### config.mk
export PLATFORM = sky130hd
export DESIGN_NAME = hazard_unit_fwd_flat
export DESIGN_NICKNAME = d
export VERILOG_FILES = /design/src/rtl/hazard_pkg.sv /design/src/rtl/hazard_unit_fwd_if.sv /design/src/rtl/hazard_tag_pipe.sv /design/src/rtl/hazard_unit_fwd.sv /design/src/flat_wrapper.sv
export SDC_FILE = /design/constraint.sdc
export NUM_CORES = 1
export LEC_CHECK = 0
export ABC_AREA = 1
export CAP_MARGIN = 25
export CELL_PAD_IN_SITES_DETAIL_PLACEMENT = 1
export CELL_PAD_IN_SITES_GLOBAL_PLACEMENT = 2
export CORE_MARGIN = 2
export CORE_UTILIZATION = 27
export CTS_BUF_LIST = sky130_fd_sc_hd__clkbuf_2 sky130_fd_sc_hd__clkbuf_4 sky130_fd_sc_hd__clkbuf_8
export CTS_CLUSTER_SIZE = 24
export DETAILED_ROUTE_END_ITERATION = 16
export MAX_ROUTING_LAYER = met4
export PLACE_DENSITY_LB_ADDON = 0.1
export SLEW_MARGIN = 25
export SYNTH_ARGS = -nofsm -noshare
export SYNTH_HDL_FRONTEND = slang
export SYNTH_SLANG_ARGS = --single-unit
### constraint.sdc
create_clock -name clk -period 1.85 [get_ports clk]
set_input_delay 0.37 -clock clk [delete_from_list [all_inputs] [get_ports clk]]
set_output_delay 0.37 -clock clk [all_outputs]
set_load 0.03 [all_outputs]
### src/rtl/hazard_pkg.sv
// Shared encodings and tag-entry layout for the decode hazard/forwarding unit.
package hazard_pkg;

    localparam logic [1:0] FWD_RF    = 2'd0;
    localparam logic [1:0] FWD_IDEX  = 2'd1;
    localparam logic [1:0] FWD_EXMEM = 2'd2;
    localparam logic [1:0] FWD_MEMWB = 2'd3;

    localparam int CTRL_CALL = 0;
    localparam int CTRL_RET  = 1;
    localparam int CTRL_BR   = 2;

    localparam int TAG_AW = 8;

    typedef struct packed {
        logic              valid;
        logic              is_load;
        logic [TAG_AW-1:0] addr;
    } tag_t;

    // A fourth tracked stage has no encoding of its own; it reads as MEMWB.
    function automatic logic [1:0] fwd_code(input int s);
        return (s >= 3) ? FWD_MEMWB : 2'(s + 1);
    endfunction

endpackage

### src/rtl/hazard_unit_fwd_if.sv
// Decode-side hazard bundle: master drives decode/control, slave answers.
interface hazard_unit_fwd_if #(
    parameter int ADDR_W = 5,
    parameter int NUM_RD = 2,
    parameter int CNT_W  = 16
);
    logic                     dec_valid;
    logic                     dec_wr_en;
    logic [ADDR_W-1:0]        dec_wr_addr;
    logic                     dec_is_load;
    logic [NUM_RD-1:0]        rd_en;
    logic [NUM_RD*ADDR_W-1:0] rd_addr;
    logic [2:0]               ctrl_issue;
    logic [2:0]               ctrl_clr;
    logic                     flush;
    logic                     data_hazard;
    logic [NUM_RD*2-1:0]      fwd_sel;
    logic                     control_hazard;
    logic [CNT_W-1:0]         stall_cnt;

    modport master (
        output dec_valid, dec_wr_en, dec_wr_addr, dec_is_load,
        output rd_en, rd_addr, ctrl_issue, ctrl_clr, flush,
        input  data_hazard, fwd_sel, control_hazard, stall_cnt
    );

    modport slave (
        input  dec_valid, dec_wr_en, dec_wr_addr, dec_is_load,
        input  rd_en, rd_addr, ctrl_issue, ctrl_clr, flush,
        output data_hazard, fwd_sel, control_hazard, stall_cnt
    );
endinterface

### src/rtl/hazard_tag_pipe.sv
// Destination-tag shift register mirroring IDEX/EXMEM/MEMWB occupancy.
module hazard_tag_pipe
    import hazard_pkg::*;
#(
    parameter int DEPTH = 3
) (
    input  logic             clk,
    input  logic             rst,
    input  logic             flush_i,
    input  logic             bubble_i,
    input  tag_t             in_i,
    output tag_t [DEPTH-1:0] tag_o
);
    tag_t [DEPTH-1:0] tag_q;
    tag_t [DEPTH-1:0] tag_d;

    always_comb begin
        tag_d    = tag_q;
        tag_d[0] = bubble_i ? '0 : in_i;
        for (int s = 1; s < DEPTH; s++) begin
            tag_d[s] = tag_q[s-1];
        end
        if (flush_i) begin
            tag_d = '0;
        end
    end

    always_ff @(posedge clk) begin
        if (rst) begin
            tag_q <= '0;
        end else begin
            tag_q <= tag_d;
        end
    end

    assign tag_o = tag_q;

endmodule

### src/rtl/hazard_unit_fwd.sv
// Decode hazard detection with per-port operand forwarding select,
// control-redirect tracking and a saturating stall counter.
module hazard_unit_fwd
    import hazard_pkg::*;
#(
    parameter int ADDR_W = 5,
    parameter int NUM_RD = 2,
    parameter int DEPTH  = 3,
    parameter int FWD_EN = 1,
    parameter int CNT_W  = 16
) (
    input  logic clk,
    input  logic rst,
    hazard_unit_fwd_if.slave hz
);
    tag_t [DEPTH-1:0]  tag;
    tag_t              new_tag;
    logic [NUM_RD-1:0] stall_p;
    logic              stall;
    logic [2:0]        pend_q;
    logic [2:0]        pend_d;
    logic [CNT_W-1:0]  cnt_q;
    logic [CNT_W-1:0]  cnt_d;

    always_comb begin
        new_tag         = '0;
        new_tag.valid   = hz.dec_valid & hz.dec_wr_en;
        new_tag.is_load = hz.dec_is_load;
        new_tag.addr    = TAG_AW'(hz.dec_wr_addr);
    end

    hazard_tag_pipe #(.DEPTH(DEPTH)) u_pipe (
        .clk      (clk),
        .rst      (rst),
        .flush_i  (hz.flush),
        .bubble_i (stall),
        .in_i     (new_tag),
        .tag_o    (tag)
    );

    for (genvar p = 0; p < NUM_RD; p++) begin : g_port
        logic [ADDR_W-1:0] ra;
        logic [DEPTH-1:0]  hit;
        logic [1:0]        sel;
        logic              st;

        assign ra = hz.rd_addr[p*ADDR_W +: ADDR_W];

        always_comb begin
            hit = '0;
            for (int s = 0; s < DEPTH; s++) begin
                hit[s] = hz.rd_en[p] & tag[s].valid
                       & (tag[s].addr == TAG_AW'(ra));
            end
        end

        // Walk oldest to youngest so the youngest match wins.
        always_comb begin
            sel = FWD_RF;
            st  = 1'b0;
            for (int s = DEPTH - 1; s >= 0; s--) begin
                if (hit[s]) begin
                    sel = fwd_code(s);
                    st  = tag[s].is_load & (s == 0);
                end
            end
            if (FWD_EN == 0) begin
                sel = FWD_RF;
                st  = |hit;
            end
        end

        assign hz.fwd_sel[p*2 +: 2] = sel;
        assign stall_p[p]           = st;
    end

    assign stall          = |stall_p;
    assign hz.data_hazard = stall;

    always_comb begin
        pend_d = pend_q & ~hz.ctrl_clr;
        if (!stall) begin
            pend_d = pend_d | hz.ctrl_issue;
        end
        if (hz.flush) begin
            pend_d = '0;
        end
    end

    always_comb begin
        cnt_d = cnt_q;
        if (stall && !(&cnt_q)) begin
            cnt_d = cnt_q + CNT_W'(1);
        end
    end

    always_ff @(posedge clk) begin
        if (rst) begin
            pend_q <= '0;
            cnt_q  <= '0;
        end else begin
            pend_q <= pend_d;
            cnt_q  <= cnt_d;
        end
    end

    assign hz.control_hazard = pend_q[CTRL_CALL] | pend_q[CTRL_RET]
                             | pend_q[CTRL_BR];
    assign hz.stall_cnt      = cnt_q;

endmodule

### src/flat_wrapper.sv
// flat-port wrapper written by rule: the top's interface ports become plain ports
module hazard_unit_fwd_flat import hazard_pkg::*;
#(
    parameter int ADDR_W = 5,
    parameter int NUM_RD = 2,
    parameter int DEPTH  = 3,
    parameter int FWD_EN = 1,
    parameter int CNT_W  = 16
)
  (clk, rst, hz_dec_valid, hz_dec_wr_en, hz_dec_wr_addr, hz_dec_is_load, hz_rd_en, hz_rd_addr, hz_ctrl_issue, hz_ctrl_clr, hz_flush, hz_data_hazard, hz_fwd_sel, hz_control_hazard, hz_stall_cnt);
  hazard_unit_fwd_if #(.ADDR_W(ADDR_W), .NUM_RD(NUM_RD), .CNT_W(CNT_W)) hz_i ();
  input  logic clk;
  input  logic rst;
  input wire logic [$bits(hz_i.dec_valid)-1:0] hz_dec_valid;
  input wire logic [$bits(hz_i.dec_wr_en)-1:0] hz_dec_wr_en;
  input wire logic [$bits(hz_i.dec_wr_addr)-1:0] hz_dec_wr_addr;
  input wire logic [$bits(hz_i.dec_is_load)-1:0] hz_dec_is_load;
  input wire logic [$bits(hz_i.rd_en)-1:0] hz_rd_en;
  input wire logic [$bits(hz_i.rd_addr)-1:0] hz_rd_addr;
  input wire logic [$bits(hz_i.ctrl_issue)-1:0] hz_ctrl_issue;
  input wire logic [$bits(hz_i.ctrl_clr)-1:0] hz_ctrl_clr;
  input wire logic [$bits(hz_i.flush)-1:0] hz_flush;
  output wire logic [$bits(hz_i.data_hazard)-1:0] hz_data_hazard;
  output wire logic [$bits(hz_i.fwd_sel)-1:0] hz_fwd_sel;
  output wire logic [$bits(hz_i.control_hazard)-1:0] hz_control_hazard;
  output wire logic [$bits(hz_i.stall_cnt)-1:0] hz_stall_cnt;
  assign hz_i.dec_valid = hz_dec_valid;
  assign hz_i.dec_wr_en = hz_dec_wr_en;
  assign hz_i.dec_wr_addr = hz_dec_wr_addr;
  assign hz_i.dec_is_load = hz_dec_is_load;
  assign hz_i.rd_en = hz_rd_en;
  assign hz_i.rd_addr = hz_rd_addr;
  assign hz_i.ctrl_issue = hz_ctrl_issue;
  assign hz_i.ctrl_clr = hz_ctrl_clr;
  assign hz_i.flush = hz_flush;
  assign hz_data_hazard = hz_i.data_hazard;
  assign hz_fwd_sel = hz_i.fwd_sel;
  assign hz_control_hazard = hz_i.control_hazard;
  assign hz_stall_cnt = hz_i.stall_cnt;
  hazard_unit_fwd #(.ADDR_W(ADDR_W), .NUM_RD(NUM_RD), .DEPTH(DEPTH), .FWD_EN(FWD_EN), .CNT_W(CNT_W)) u_core (.clk(clk), .rst(rst), .hz(hz_i));
endmodule
==> results.txt <==
The flow ran to the end, but the final reports show violations. The checks that failed: setup timing. The mean number of vias per cell is between 4 and 5.

The worst-case IR drop observed on VDD is around 0.33 mV. The total via count in the routed design came out at 2400. The first-pass GRT wire length is between 10000 and 15000 um. The leakage power of the design is about 0.0017 uW. The final worst setup slack is -32.2 ps. The data required time of the critical path is 1480 ps. The CTS H-tree depth is 2. In the finished design, the share of the clock period the worst path needs comes to 1.02. The total CTS buffers is 5. The width of the chip is 94.5 um. The all-layer global routing usage is 0.168. Including well taps, the total number of placed cells is between 500 and 600. The count of endpoints failing setup in the final report came out at 3. The overall overflow remaining after global route came out at 0. The tree is rooted in a clkbuf_8. The residual antenna-violating net count after detailed routing came out at 0. The clock period minus worst slack is ~1900 ps.

dfxtp_1 takes more of the synthesized area than any other cell. The effective utilization at floorplan came out at 0.274. The final number of max-transition violations was 0. The cell area after technology mapping is 2210 sq um. The number of max-cap violations is 0.

Walking the worst path, the cells encountered are clkdlybuf4s15_2, inv_2, buf_4, o22ai_1, a21oi_1, nand4_1, a21boi_1, buf_4. The number of iterations in the first detailed-routing pass came out at 4. The placer congestion estimate came out at 0.787. The most frequent cell on the critical path is buf_4.

Cell internal power was estimated by the tool at 1480 uW. The slew at the pin closest to its max-slew limit came out at ~470 ps. The largest fanout on the critical path is 3. The total of warnings raised by yosys came out at 0.

The worst setup path is launched from an input pin. The power density normalized to cell area came out at 575 nW/um^2. The number of flip-flops and latches in the synthesized netlist is 38. Excluding fillers, the count of instances in the completed layout stands at between 500 and 600. The combinational fraction of design power is 0.117. The kind of critical path is input pin to output pin.

The post-place instance area came out at 3080 sq um. The headroom to the max-slew limit came out at 0.687. The number of rows in the core area came out at 33.

The area growth from synthesis to final layout is 53.5%. The area of all placed cells without fillers came out at ~3400 sq um. After clock tree synthesis, the flow added hold-fix buffers numbering 0. The die covers ~8900 sq um.

The worst register-to-register path has a setup slack of about 250 ps. The final core area utilization came out at 0.420. Static timing analysis puts the maximum clock frequency at 531 MHz. Yosys mapped the design onto 32 distinct sky130hd cell types. The power share of the sequential group is 0.430.

Sorting the synthesized cells by area gives the leading types as dfxtp_1, nand2_1, nor2_1, inv_1, xor2_1. TritonCTS built the clock tree. The clock latency of the later-clocked register in the worst-skew pair came out at around 300 ps.

The maximum number of pins on one net before global-route repair is 15. The initial DRC count is 36. STA classifies the critical path endpoint as an output pin. The largest individual stage delay along the critical path comes from the cell clkdlybuf4s15_2. The number of nets produced by synthesis came out at between 300 and 400.

Of the total power, the share spent switching nets is 0.240. The count of pins on the block boundary came out at a little over 50. In this run the deepest clock path goes through 2 buffers.

The net switching power is 469 uW. The worst hold path belongs to the class register to register. In the final layout, the share of cells above drive strength 1 is 0.261.

The routed design has around 6900 um of wire. Synthesis produced a netlist whose cell count is roughly 350. The wire length per cell after detailed routing is ~13 um. The portion of the post-synthesis area used by sequential elements came out at 0.344.

After synthesis, the mean cell area works out to 6.38 sq um. After floorplanning, the core was sized to cover between 8000 and 9000 sq um. The filler cell count in the final layout came out at between 1000 and 1500.

The data arrival time of the critical path is ~1500 ps. The post-CTS clock slew at the launch and capture registers of the worst setup and hold paths is about 80 ps. The height of the chip is ~95 um. The placement-stage worst setup slack came out at -408 ps. The maximum clock skew at final layout came out at around 5.5 ps. The detailed-placement wirelength estimate came out at 5370 um. Of the total power, the clock network draws 0.453.

Setup repair after global routing could not meet its margin everywhere. The via count of the first global-routing pass is roughly 2300. The number of design rule violations left after detail routing came out at 0.

The number of failing hold endpoints at the final stage came out at 0. The number of antenna violations at the first check in global routing was 0. The number of sinks on the clock net is 38. The number of I/O port buffers is 50. The area share of the largest cell type after synthesis is 0.344.

After the last flow step, the layout net total stands at 470. The number of diodes came out at 0. The delay of the slowest critical-path stage came out at 210 ps.
state kept, by name, summed over array words and instances, names as in the netlist:
| name | cells |
|---|---|
| u_core.hz.stall_cnt | 16 |
| u_core.pend_q | 3 |
| u_core.u_pipe.tag_o | 19 |
power groups by stage:
stage               sequential, uW  clock (uW)  combinational [uW]
floorplan                      854           0                81.0
global placement               858           0                 211
detailed placement             859           0                 212
CTS                            840         917                 215
global route                   841         951                 250
finish                         839         885                 228
final cells by class:
class,instances,area [sq um],area share
well taps,105,131,0.0387
flip-flops and latches,38,779,0.229
clock inverters,3,68.8,0.0203
inverters,67,251,0.0740
multi-input cells,237,1250,0.369
clock buffers,5,68.8,0.0203
repair buffers,91,845,0.249
per-stage QoR:
step                      hold slack [ps]  total power (uW)  setup TNS [ps]
after floorplan                       422               935               0
after global placement                438              1070           -8050
after detailed placement              446              1070           -8670
after CTS                             461              1970           -82.3
after global routing                  479              2040            -439
final                                 450              1950           -73.3
cell families after synthesis:
family | count (synthesis) | share of synthesized area
adders and majority gates | 1 | 0.00565
buffers and inverters | 72 | 0.136
xor gates and xnor gates | 12 | 0.0475
and+or+nand+nor | 196 | 0.388
DFF | 38 | 0.344
AOI/OAI and AO/OA | 28 | 0.0786
final timing paths:
| kind | start | depth (start not counted) | endpoint |
|---|---|---|---|
| worst max-delay path | hz_rd_addr[6] | 8 | hz_fwd_sel[3] |
| worst min register to register | u_core.u_pipe.tag_o[19] | 2 | u_core.u_pipe.tag_o[29] |
| worst max register to register | u_core.hz.stall_cnt[1] | 11 | u_core.hz.stall_cnt[3] |
| worst min-delay path | u_core.u_pipe.tag_o[19] | 2 | u_core.u_pipe.tag_o[29] |
critical path: cells and delay by family:
kind	cells	cell delay, ps
and+or+nand+nor	1	140
AOI/OAI and AO/OA	3	420
buffers and inverters	4	580
cell usage after synthesis, drive strengths merged:
| master | n |
|---|---|
| or2 | 1 |
| xor2 | 10 |
| nand3 | 16 |
| o211ai | 2 |
| nor3 | 2 |
| inv | 67 |
| buf | 4 |
| o21ai | 2 |
| o22ai | 11 |
| xnor2 | 2 |
| a21boi | 2 |
| nand2 | 94 |
| nand4 | 13 |
| nor3b | 1 |
| o31ai | 3 |
| nor2 | 69 |
| ha | 1 |
| clkbuf | 1 |
| a211oi | 1 |
| dfxtp | 38 |
| a21oi | 7 |
per-layer routing:
layer	vias up	part of all wire	wire [um]	track usage
met2	45	0.43	3010	0.243
met1	1093	0.52	3580	0.241
met4	0	0.011	75	0.0435
met5	-	0	0	-
li1	1256	-	-	-
met3	6	0.040	275	0.0295
cell usage in the layout (no fill, tap or decap), types with 6 or more instances in the layout:
cell type / instances
nand2_1: 86
nor2_1: 58
inv_1: 52
buf_4: 39
dfxtp_1: 27
clkdlybuf4s50_1: 26
inv_2: 15
nand4_1: 12
nand3_1: 12
xor2_1: 10
o22ai_1: 9
dfxtp_2: 9
dlygate4sd2_1: 8
nand2_2: 6
nor2_2: 6
repair_timing:
item	in CTS	in global routing
hold endpoints to repair	0	0
gates resized for setup	53	31
pin swaps	13	18
setup buffers	3	3
endpoints found under the setup margin	14	10
Note: power is estimated with default switching activity, not from simulation.
